--- config.mk ---
export PLATFORM = sky130hd
export DESIGN_NAME = lsu_rmw_flat
export DESIGN_NICKNAME = d
export VERILOG_FILES = /design/src/rtl/lsu_rmw_if.sv /design/src/rtl/lsu_rmw.sv /design/src/flat_wrapper.sv
export SDC_FILE = /design/constraint.sdc
export NUM_CORES = 1
export LEC_CHECK = 0
export ABC_AREA = 1
export CAP_MARGIN = 20
export CORE_MARGIN = 3
export CORE_UTILIZATION = 44
export CTS_BUF_LIST = sky130_fd_sc_hd__clkbuf_8
export DETAILED_ROUTE_END_ITERATION = 8
export PLACE_DENSITY_LB_ADDON = 0.3
export SLEW_MARGIN = 30
export SYNTH_ARGS = -nofsm -noshare
export SYNTH_HDL_FRONTEND = slang
export SYNTH_SLANG_ARGS = --single-unit
export TNS_END_PERCENT = 5
--- constraint.sdc ---
create_clock -name clk -period 3.8 [get_ports clk]
set_input_delay 0.95 -clock clk [delete_from_list [all_inputs] [get_ports clk]]
set_output_delay 0.95 -clock clk [all_outputs]
set_load 0.1 [all_outputs]
--- src/rtl/lsu_rmw_if.sv ---
// Bus between the core, the load/store unit and the word-wide data memory.
// Request side (mem_req .. wdata) is held stable by the core while stall is high.
// There is no valid/ready pair here: mem_req qualifies a request, and stall is
// the only back-pressure. A sub-word store completes on the edge where stall is low.
interface lsu_rmw_if;
    logic        mem_req;
    logic        mem_we;
    logic [2:0]  funct3;
    logic [31:0] addr;
    logic [31:0] wdata;
    logic [31:0] rdata;
    logic        stall;
    logic        misaligned;
    logic [31:0] dmem_a;
    logic        dmem_we;
    logic [31:0] dmem_wd;
    logic [31:0] dmem_rd;

    // Core plus memory model side.
    modport master (
        output mem_req, mem_we, funct3, addr, wdata, dmem_rd,
        input  rdata, stall, misaligned, dmem_a, dmem_we, dmem_wd
    );

    // Load/store unit side.
    modport slave (
        input  mem_req, mem_we, funct3, addr, wdata, dmem_rd,
        output rdata, stall, misaligned, dmem_a, dmem_we, dmem_wd
    );
endinterface

--- src/rtl/lsu_rmw.sv ---
// Load/store unit in front of a word-wide RAM without byte enables.
// Loads are extracted and extended combinationally; SW is a direct write;
// SB/SH are a read-modify-write: IDLE (stall) -> RMW_RD (stall, capture word)
// -> RMW_WR (write merged word, core advances).
// Optional feature: define MISALIGN_TRAP_EN to flag misaligned half/word
// accesses instead of silently ignoring the low address bits.
module lsu_rmw #(
    parameter int XLEN = 32
) (
    input  logic        clk,
    input  logic        reset,
    lsu_rmw_if.slave    bus,
    output logic [1:0]  state_dbg
);

    typedef enum logic [1:0] {
        IDLE   = 2'd0,
        RMW_RD = 2'd1,
        RMW_WR = 2'd2
    } state_t;

    state_t           state;
    state_t           state_next;
    logic [XLEN-1:0]  rd_q;
    logic             is_load;
    logic             is_store;
    logic             mis;
    logic             we_raw;
    logic [31:0]      merged;
    logic [31:0]      load_val;
    logic [7:0]       byte_lane;
    logic [15:0]      half_lane;

    assign is_load   = bus.mem_req & ~bus.mem_we;
    assign is_store  = bus.mem_req & bus.mem_we;
    assign bus.dmem_a = {bus.addr[31:2], 2'b00};
    assign state_dbg  = state;

    // Misalignment detection: only active when the trap feature is built in.
`ifdef MISALIGN_TRAP_EN
    always_comb begin
        mis = 1'b0;
        if (bus.mem_req) begin
            if ((bus.funct3 == 3'b001 || (is_load && bus.funct3 == 3'b101)) && bus.addr[0])
                mis = 1'b1;
            if (bus.funct3 == 3'b010 && bus.addr[1:0] != 2'b00)
                mis = 1'b1;
        end
    end
`else
    assign mis = 1'b0;
`endif
    assign bus.misaligned = mis;

    // FSM state register and captured RAM word for the merge.
    always_ff @(posedge clk or posedge reset) begin
        if (reset) begin
            state <= IDLE;
            rd_q  <= '0;
        end else begin
            state <= state_next;
            if (state == RMW_RD)
                rd_q <= bus.dmem_rd;
        end
    end

    // Next state, stall and write strobe.
    always_comb begin
        state_next  = state;
        bus.stall   = 1'b0;
        we_raw      = 1'b0;
        bus.dmem_wd = bus.wdata;
        case (state)
            IDLE: begin
                if (is_store && !mis) begin
                    case (bus.funct3)
                        3'b010: we_raw = 1'b1;
                        3'b000, 3'b001: begin
                            bus.stall  = 1'b1;
                            state_next = RMW_RD;
                        end
                        default: ;
                    endcase
                end
            end
            RMW_RD: begin
                bus.stall  = 1'b1;
                state_next = RMW_WR;
            end
            RMW_WR: begin
                we_raw      = 1'b1;
                bus.dmem_wd = merged;
                state_next  = IDLE;
            end
            default: state_next = IDLE;
        endcase
    end

    // A write must never escape while reset is held, even with a store pending.
    assign bus.dmem_we = we_raw & ~reset;

    // Merge the store lane into the captured word (funct3[0]: 0 byte, 1 half).
    always_comb begin
        merged = rd_q;
        if (!bus.funct3[0]) begin
            case (bus.addr[1:0])
                2'd0: merged[7:0]   = bus.wdata[7:0];
                2'd1: merged[15:8]  = bus.wdata[7:0];
                2'd2: merged[23:16] = bus.wdata[7:0];
                default: merged[31:24] = bus.wdata[7:0];
            endcase
        end else if (bus.addr[1]) begin
            merged[31:16] = bus.wdata[15:0];
        end else begin
            merged[15:0] = bus.wdata[15:0];
        end
    end

    // Load lane selection and sign/zero extension.
    always_comb begin
        load_val = '0;
        case (bus.addr[1:0])
            2'd0: byte_lane = bus.dmem_rd[7:0];
            2'd1: byte_lane = bus.dmem_rd[15:8];
            2'd2: byte_lane = bus.dmem_rd[23:16];
            default: byte_lane = bus.dmem_rd[31:24];
        endcase
        half_lane = bus.addr[1] ? bus.dmem_rd[31:16] : bus.dmem_rd[15:0];
        if (state == IDLE && is_load && !mis) begin
            case (bus.funct3)
                3'b000: load_val = {{24{byte_lane[7]}}, byte_lane};
                3'b001: load_val = {{16{half_lane[15]}}, half_lane};
                3'b010: load_val = bus.dmem_rd;
                3'b100: load_val = {24'd0, byte_lane};
                3'b101: load_val = {16'd0, half_lane};
                default: load_val = '0;
            endcase
        end
    end
    assign bus.rdata = load_val;

endmodule
--- src/flat_wrapper.sv ---
// flat-port wrapper written by rule: the top's interface ports become plain ports
module lsu_rmw_flat 
#(
    parameter int XLEN = 32
)
  (clk, reset, state_dbg, bus_mem_req, bus_mem_we, bus_funct3, bus_addr, bus_wdata, bus_dmem_rd, bus_rdata, bus_stall, bus_misaligned, bus_dmem_a, bus_dmem_we, bus_dmem_wd);
  lsu_rmw_if bus_i ();
  input  logic clk;
  input  logic reset;
  output logic [1:0] state_dbg;
  input wire logic [$bits(bus_i.mem_req)-1:0] bus_mem_req;
  input wire logic [$bits(bus_i.mem_we)-1:0] bus_mem_we;
  input wire logic [$bits(bus_i.funct3)-1:0] bus_funct3;
  input wire logic [$bits(bus_i.addr)-1:0] bus_addr;
  input wire logic [$bits(bus_i.wdata)-1:0] bus_wdata;
  input wire logic [$bits(bus_i.dmem_rd)-1:0] bus_dmem_rd;
  output wire logic [$bits(bus_i.rdata)-1:0] bus_rdata;
  output wire logic [$bits(bus_i.stall)-1:0] bus_stall;
  output wire logic [$bits(bus_i.misaligned)-1:0] bus_misaligned;
  output wire logic [$bits(bus_i.dmem_a)-1:0] bus_dmem_a;
  output wire logic [$bits(bus_i.dmem_we)-1:0] bus_dmem_we;
  output wire logic [$bits(bus_i.dmem_wd)-1:0] bus_dmem_wd;
  assign bus_i.mem_req = bus_mem_req;
  assign bus_i.mem_we = bus_mem_we;
  assign bus_i.funct3 = bus_funct3;
  assign bus_i.addr = bus_addr;
  assign bus_i.wdata = bus_wdata;
  assign bus_i.dmem_rd = bus_dmem_rd;
  assign bus_rdata = bus_i.rdata;
  assign bus_stall = bus_i.stall;
  assign bus_misaligned = bus_i.misaligned;
  assign bus_dmem_a = bus_i.dmem_a;
  assign bus_dmem_we = bus_i.dmem_we;
  assign bus_dmem_wd = bus_i.dmem_wd;
  lsu_rmw #(.XLEN(XLEN)) u_core (.clk(clk), .reset(reset), .bus(bus_i), .state_dbg(state_dbg));
endmodule
==> metrics.json <==
{
  "timing": {
    "report.final.slew_viol_count": 0,
    "period_needed_ps": 3660,
    "unrepaired_setup_endpoints_after_global_routing": "false",
    "fin_tns_setup_ps": 0,
    "remaining_max_slew_budget_at_the_tightest_pin": 0.644,
    "endpoints_failing_setup": 0,
    "period_share": 0.964,
    "maximum_achievable_frequency_mhz": 273,
    "fin_hold_ws_ps": 494,
    "worst_slew_pin_slew_ps": 531,
    "clock_skew_ps": 4.04,
    "finalHoldViolCount": 0
  },
  "worst_setup_path": {
    "setup.worst_path.start_class": "input pin",
    "critical-path-max-stage-delay_ps": 490,
    "cp_cell_sequence": "clkdlybuf4s50_1 > buf_4 > nor2_4 > inv_2 > nor2_4 > nand3_4 > buf_12 > a21oi_2 > buf_12",
    "worst-r2r-cell-count": 5,
    "required_ps": 2850,
    "cp_max_fo": 20,
    "cp_num_buf_inv": 5,
    "crit_family": "buffers and inverters",
    "setup.worst_path.class": "in -> out",
    "cpMaxStageDelayCell": "clkdlybuf4s50_1",
    "worstReg2RegStart": "u_core.state_dbg[0]$_DFFE_PP0P_",
    "r2r-end": "u_core.rd_q[29]$_DFFE_PP0P_",
    "critPathCaptureType": "output port",
    "crit_arrival_ps": 2710,
    "r2r_setup_slack_ps": 2230
  },
  "cts": {
    "clk-insertion-delay-late_ps": 280,
    "cts_root_buffer": "clkbuf_8",
    "clk_pin_slew_ps": 70,
    "cts_hold_buf": 0,
    "tritoncts.num_buffers": 5,
    "clock_sink_count": 34,
    "post-cts-setup-buffers": 0,
    "cts_max_path_buffers": 2,
    "cts.repair.resized": 0,
    "ctsHtreeMaxLevel": 2,
    "clock_tree_from_tritoncts": "built"
  },
  "floorplanning": {
    "io-pin-count": 204,
    "initial_core_util": 0.467,
    "core.rowCount": 32,
    "coreArea_um2": 7930,
    "die_area_um2": 9550,
    "die_height_um": 97.7,
    "die_x_um": 97.7
  },
  "yosys": {
    "synth.yosys.warnings": 0,
    "postSynth.topFlopCell": "dfrtp_1",
    "syn_area_um2": 3700,
    "postSynthCellCount": 597,
    "synth_cell_types": 31,
    "synth.yosys.seq_area_share": 0.230,
    "post-synth-top-area-fraction": 0.230,
    "synth.area.top_cells": "dfrtp_1 23%, nand2_1 16%, buf_4 7.3%, o21ai_0 7.2%, inv_1 6.8%",
    "synth_top_area_cell": "dfrtp_1",
    "synth_seq_cells": 34,
    "asyncSetResetFlopFracSynth": 1.00,
    "synth_edf_count": 0,
    "syn_area_per_cell_um2": 6.20
  },
  "grt": {
    "antenna_found_initial": 0,
    "grtUsageTotal": 0.282,
    "grt_first_pass_wirelength_um": 22100,
    "pin_count_of_the_biggest_net_entering_global_routing": 36,
    "first_global_vias": 4288,
    "grt_overflow": 0
  },
  "finish": {
    "n_antenna_cell": 0,
    "area_added_between_synthesis_and_finish_pct": 55.7,
    "nNetsFinal": 804,
    "drive_above_1_share": 0.215,
    "most-common-layout-cells": "157 x nand2_1, 71 x clkdlybuf4s50_1, 71 x buf_12",
    "final_design_area_no_fill_um2": 5760,
    "final_core_density": 0.727,
    "final_common_cell": "nand2_1"
  },
  "min_path": {
    "min-delay-path-class": "reg -> reg",
    "timing.hold.worst_endpoint": "u_core.rd_q[1]$_DFFE_PP0P_",
    "worst_hold_path.num_cells": 2,
    "hold_path_startpoint": "u_core.rd_q[1]$_DFFE_PP0P_"
  },
  "placement": {
    "port_buffers": 140,
    "dpl-instance-area_um2": 5650,
    "dp_hpwl_um": 11200,
    "globalplace.congestion": 0.885
  },
  "route": {
    "firstDrtPassIters": 5,
    "detail_route.wirelength_um": 13800,
    "drc_errors": 0,
    "final_antenna_net_count": 0,
    "first_iter_violations": 323,
    "vias": 4361,
    "drt-vias-per-instance": 5.42,
    "drt-wirelength-per-cell_um": 17.2
  },
  "power": {
    "total_leakage_power_nw": 2.65,
    "power.density_cell_area_nw_per_um2": 292,
    "power.total_mw": 1.68,
    "maximum_resistive_drop_on_vdd_mv": 0.149
  },
  "flow_run": {
    "cap_viol_max_count": 0
  },
  "status": {
    "run_status": "completed"
  }
}
-- state kept, by name, indices dropped and copies added (netlist names) --
register	cells
u_core.rd_q	32
u_core.state_dbg	2
-- layer usage --
| layer | up-vias | track usage | share of wire |
|---|---|---|---|
| li1 | 2078 | - | - |
| met5 | - | 0 | 0 |
| met3 | 41 | 0.0743 | 0.10 |
| met1 | 1958 | 0.374 | 0.42 |
| met2 | 284 | 0.441 | 0.44 |
| met4 | 0 | 0.111 | 0.041 |
-- area by class of cell --
class,count,area [µm²]
repair buffers,158,2260
fillers,622,2160
multi-input cells,426,2120
flip-flops and latches,34,851
inverters,76,295
well taps,102,128
clock buffers,5,68.8
clock inverters,3,45.0
-- how the worst max path moves through the flow --
stage,depth (start not counted),end,start,slack [ps]
detailed placement,9,bus_rdata[19],bus_addr[1],80
CTS,9,bus_rdata[19],bus_addr[1],60
finish,9,bus_rdata[25],bus_funct3[0],140
global placement,9,bus_dmem_wd[3],bus_funct3[0],140
floorplan,5,bus_dmem_wd[31],u_core.state_dbg[0]$_DFFE_PP0P_,-210
global route,9,bus_rdata[25],bus_funct3[0],50
-- synth_stat cells, types with 2 or more instances --
master,instances
nand2_1,157
inv_1,67
nor2_1,61
o21ai_0,53
a21oi_1,43
buf_4,36
dfrtp_1,34
nand3_1,33
a21oi_2,27
o21ai_1,15
clkbuf_1,11
buf_2,8
o22ai_1,8
buf_6,7
inv_2,7
nor2_4,6
nand2_4,5
o211ai_1,3
nand3_4,2
nor2_2,2
o21ai_4,2
-- worst reg2reg max path: stages, from the launching register on --
cell,delay (ps)
dfrtp_1,420
inv_2,100
nor2_2,40
buf_4,230
inv_2,430
o21ai_0,210
-- report_power, final --
group,leakage [nW],switching [mW],internal [mW]
clock,0.0504,0.138,0.195
combinational,2.19,0.565,0.310
sequential,0.417,0.0395,0.434
total,2.65,0.743,0.940
-- through the flow --
stage	setup slack (ps)	instances
finish	136	804
global route	52.4	804
CTS	60.6	804
detailed placement	77.7	796
global placement	137	796
floorplan	-213	599
-- cell families after synthesis --
kind of cell | Yosys count | synth area share
simple gates | 272 | 0.327
compound gates | 151 | 0.242
flops | 34 | 0.230
buf+inv | 139 | 0.200
other cells | 1 | 0.00101
(Power assumes the default switching activity.)
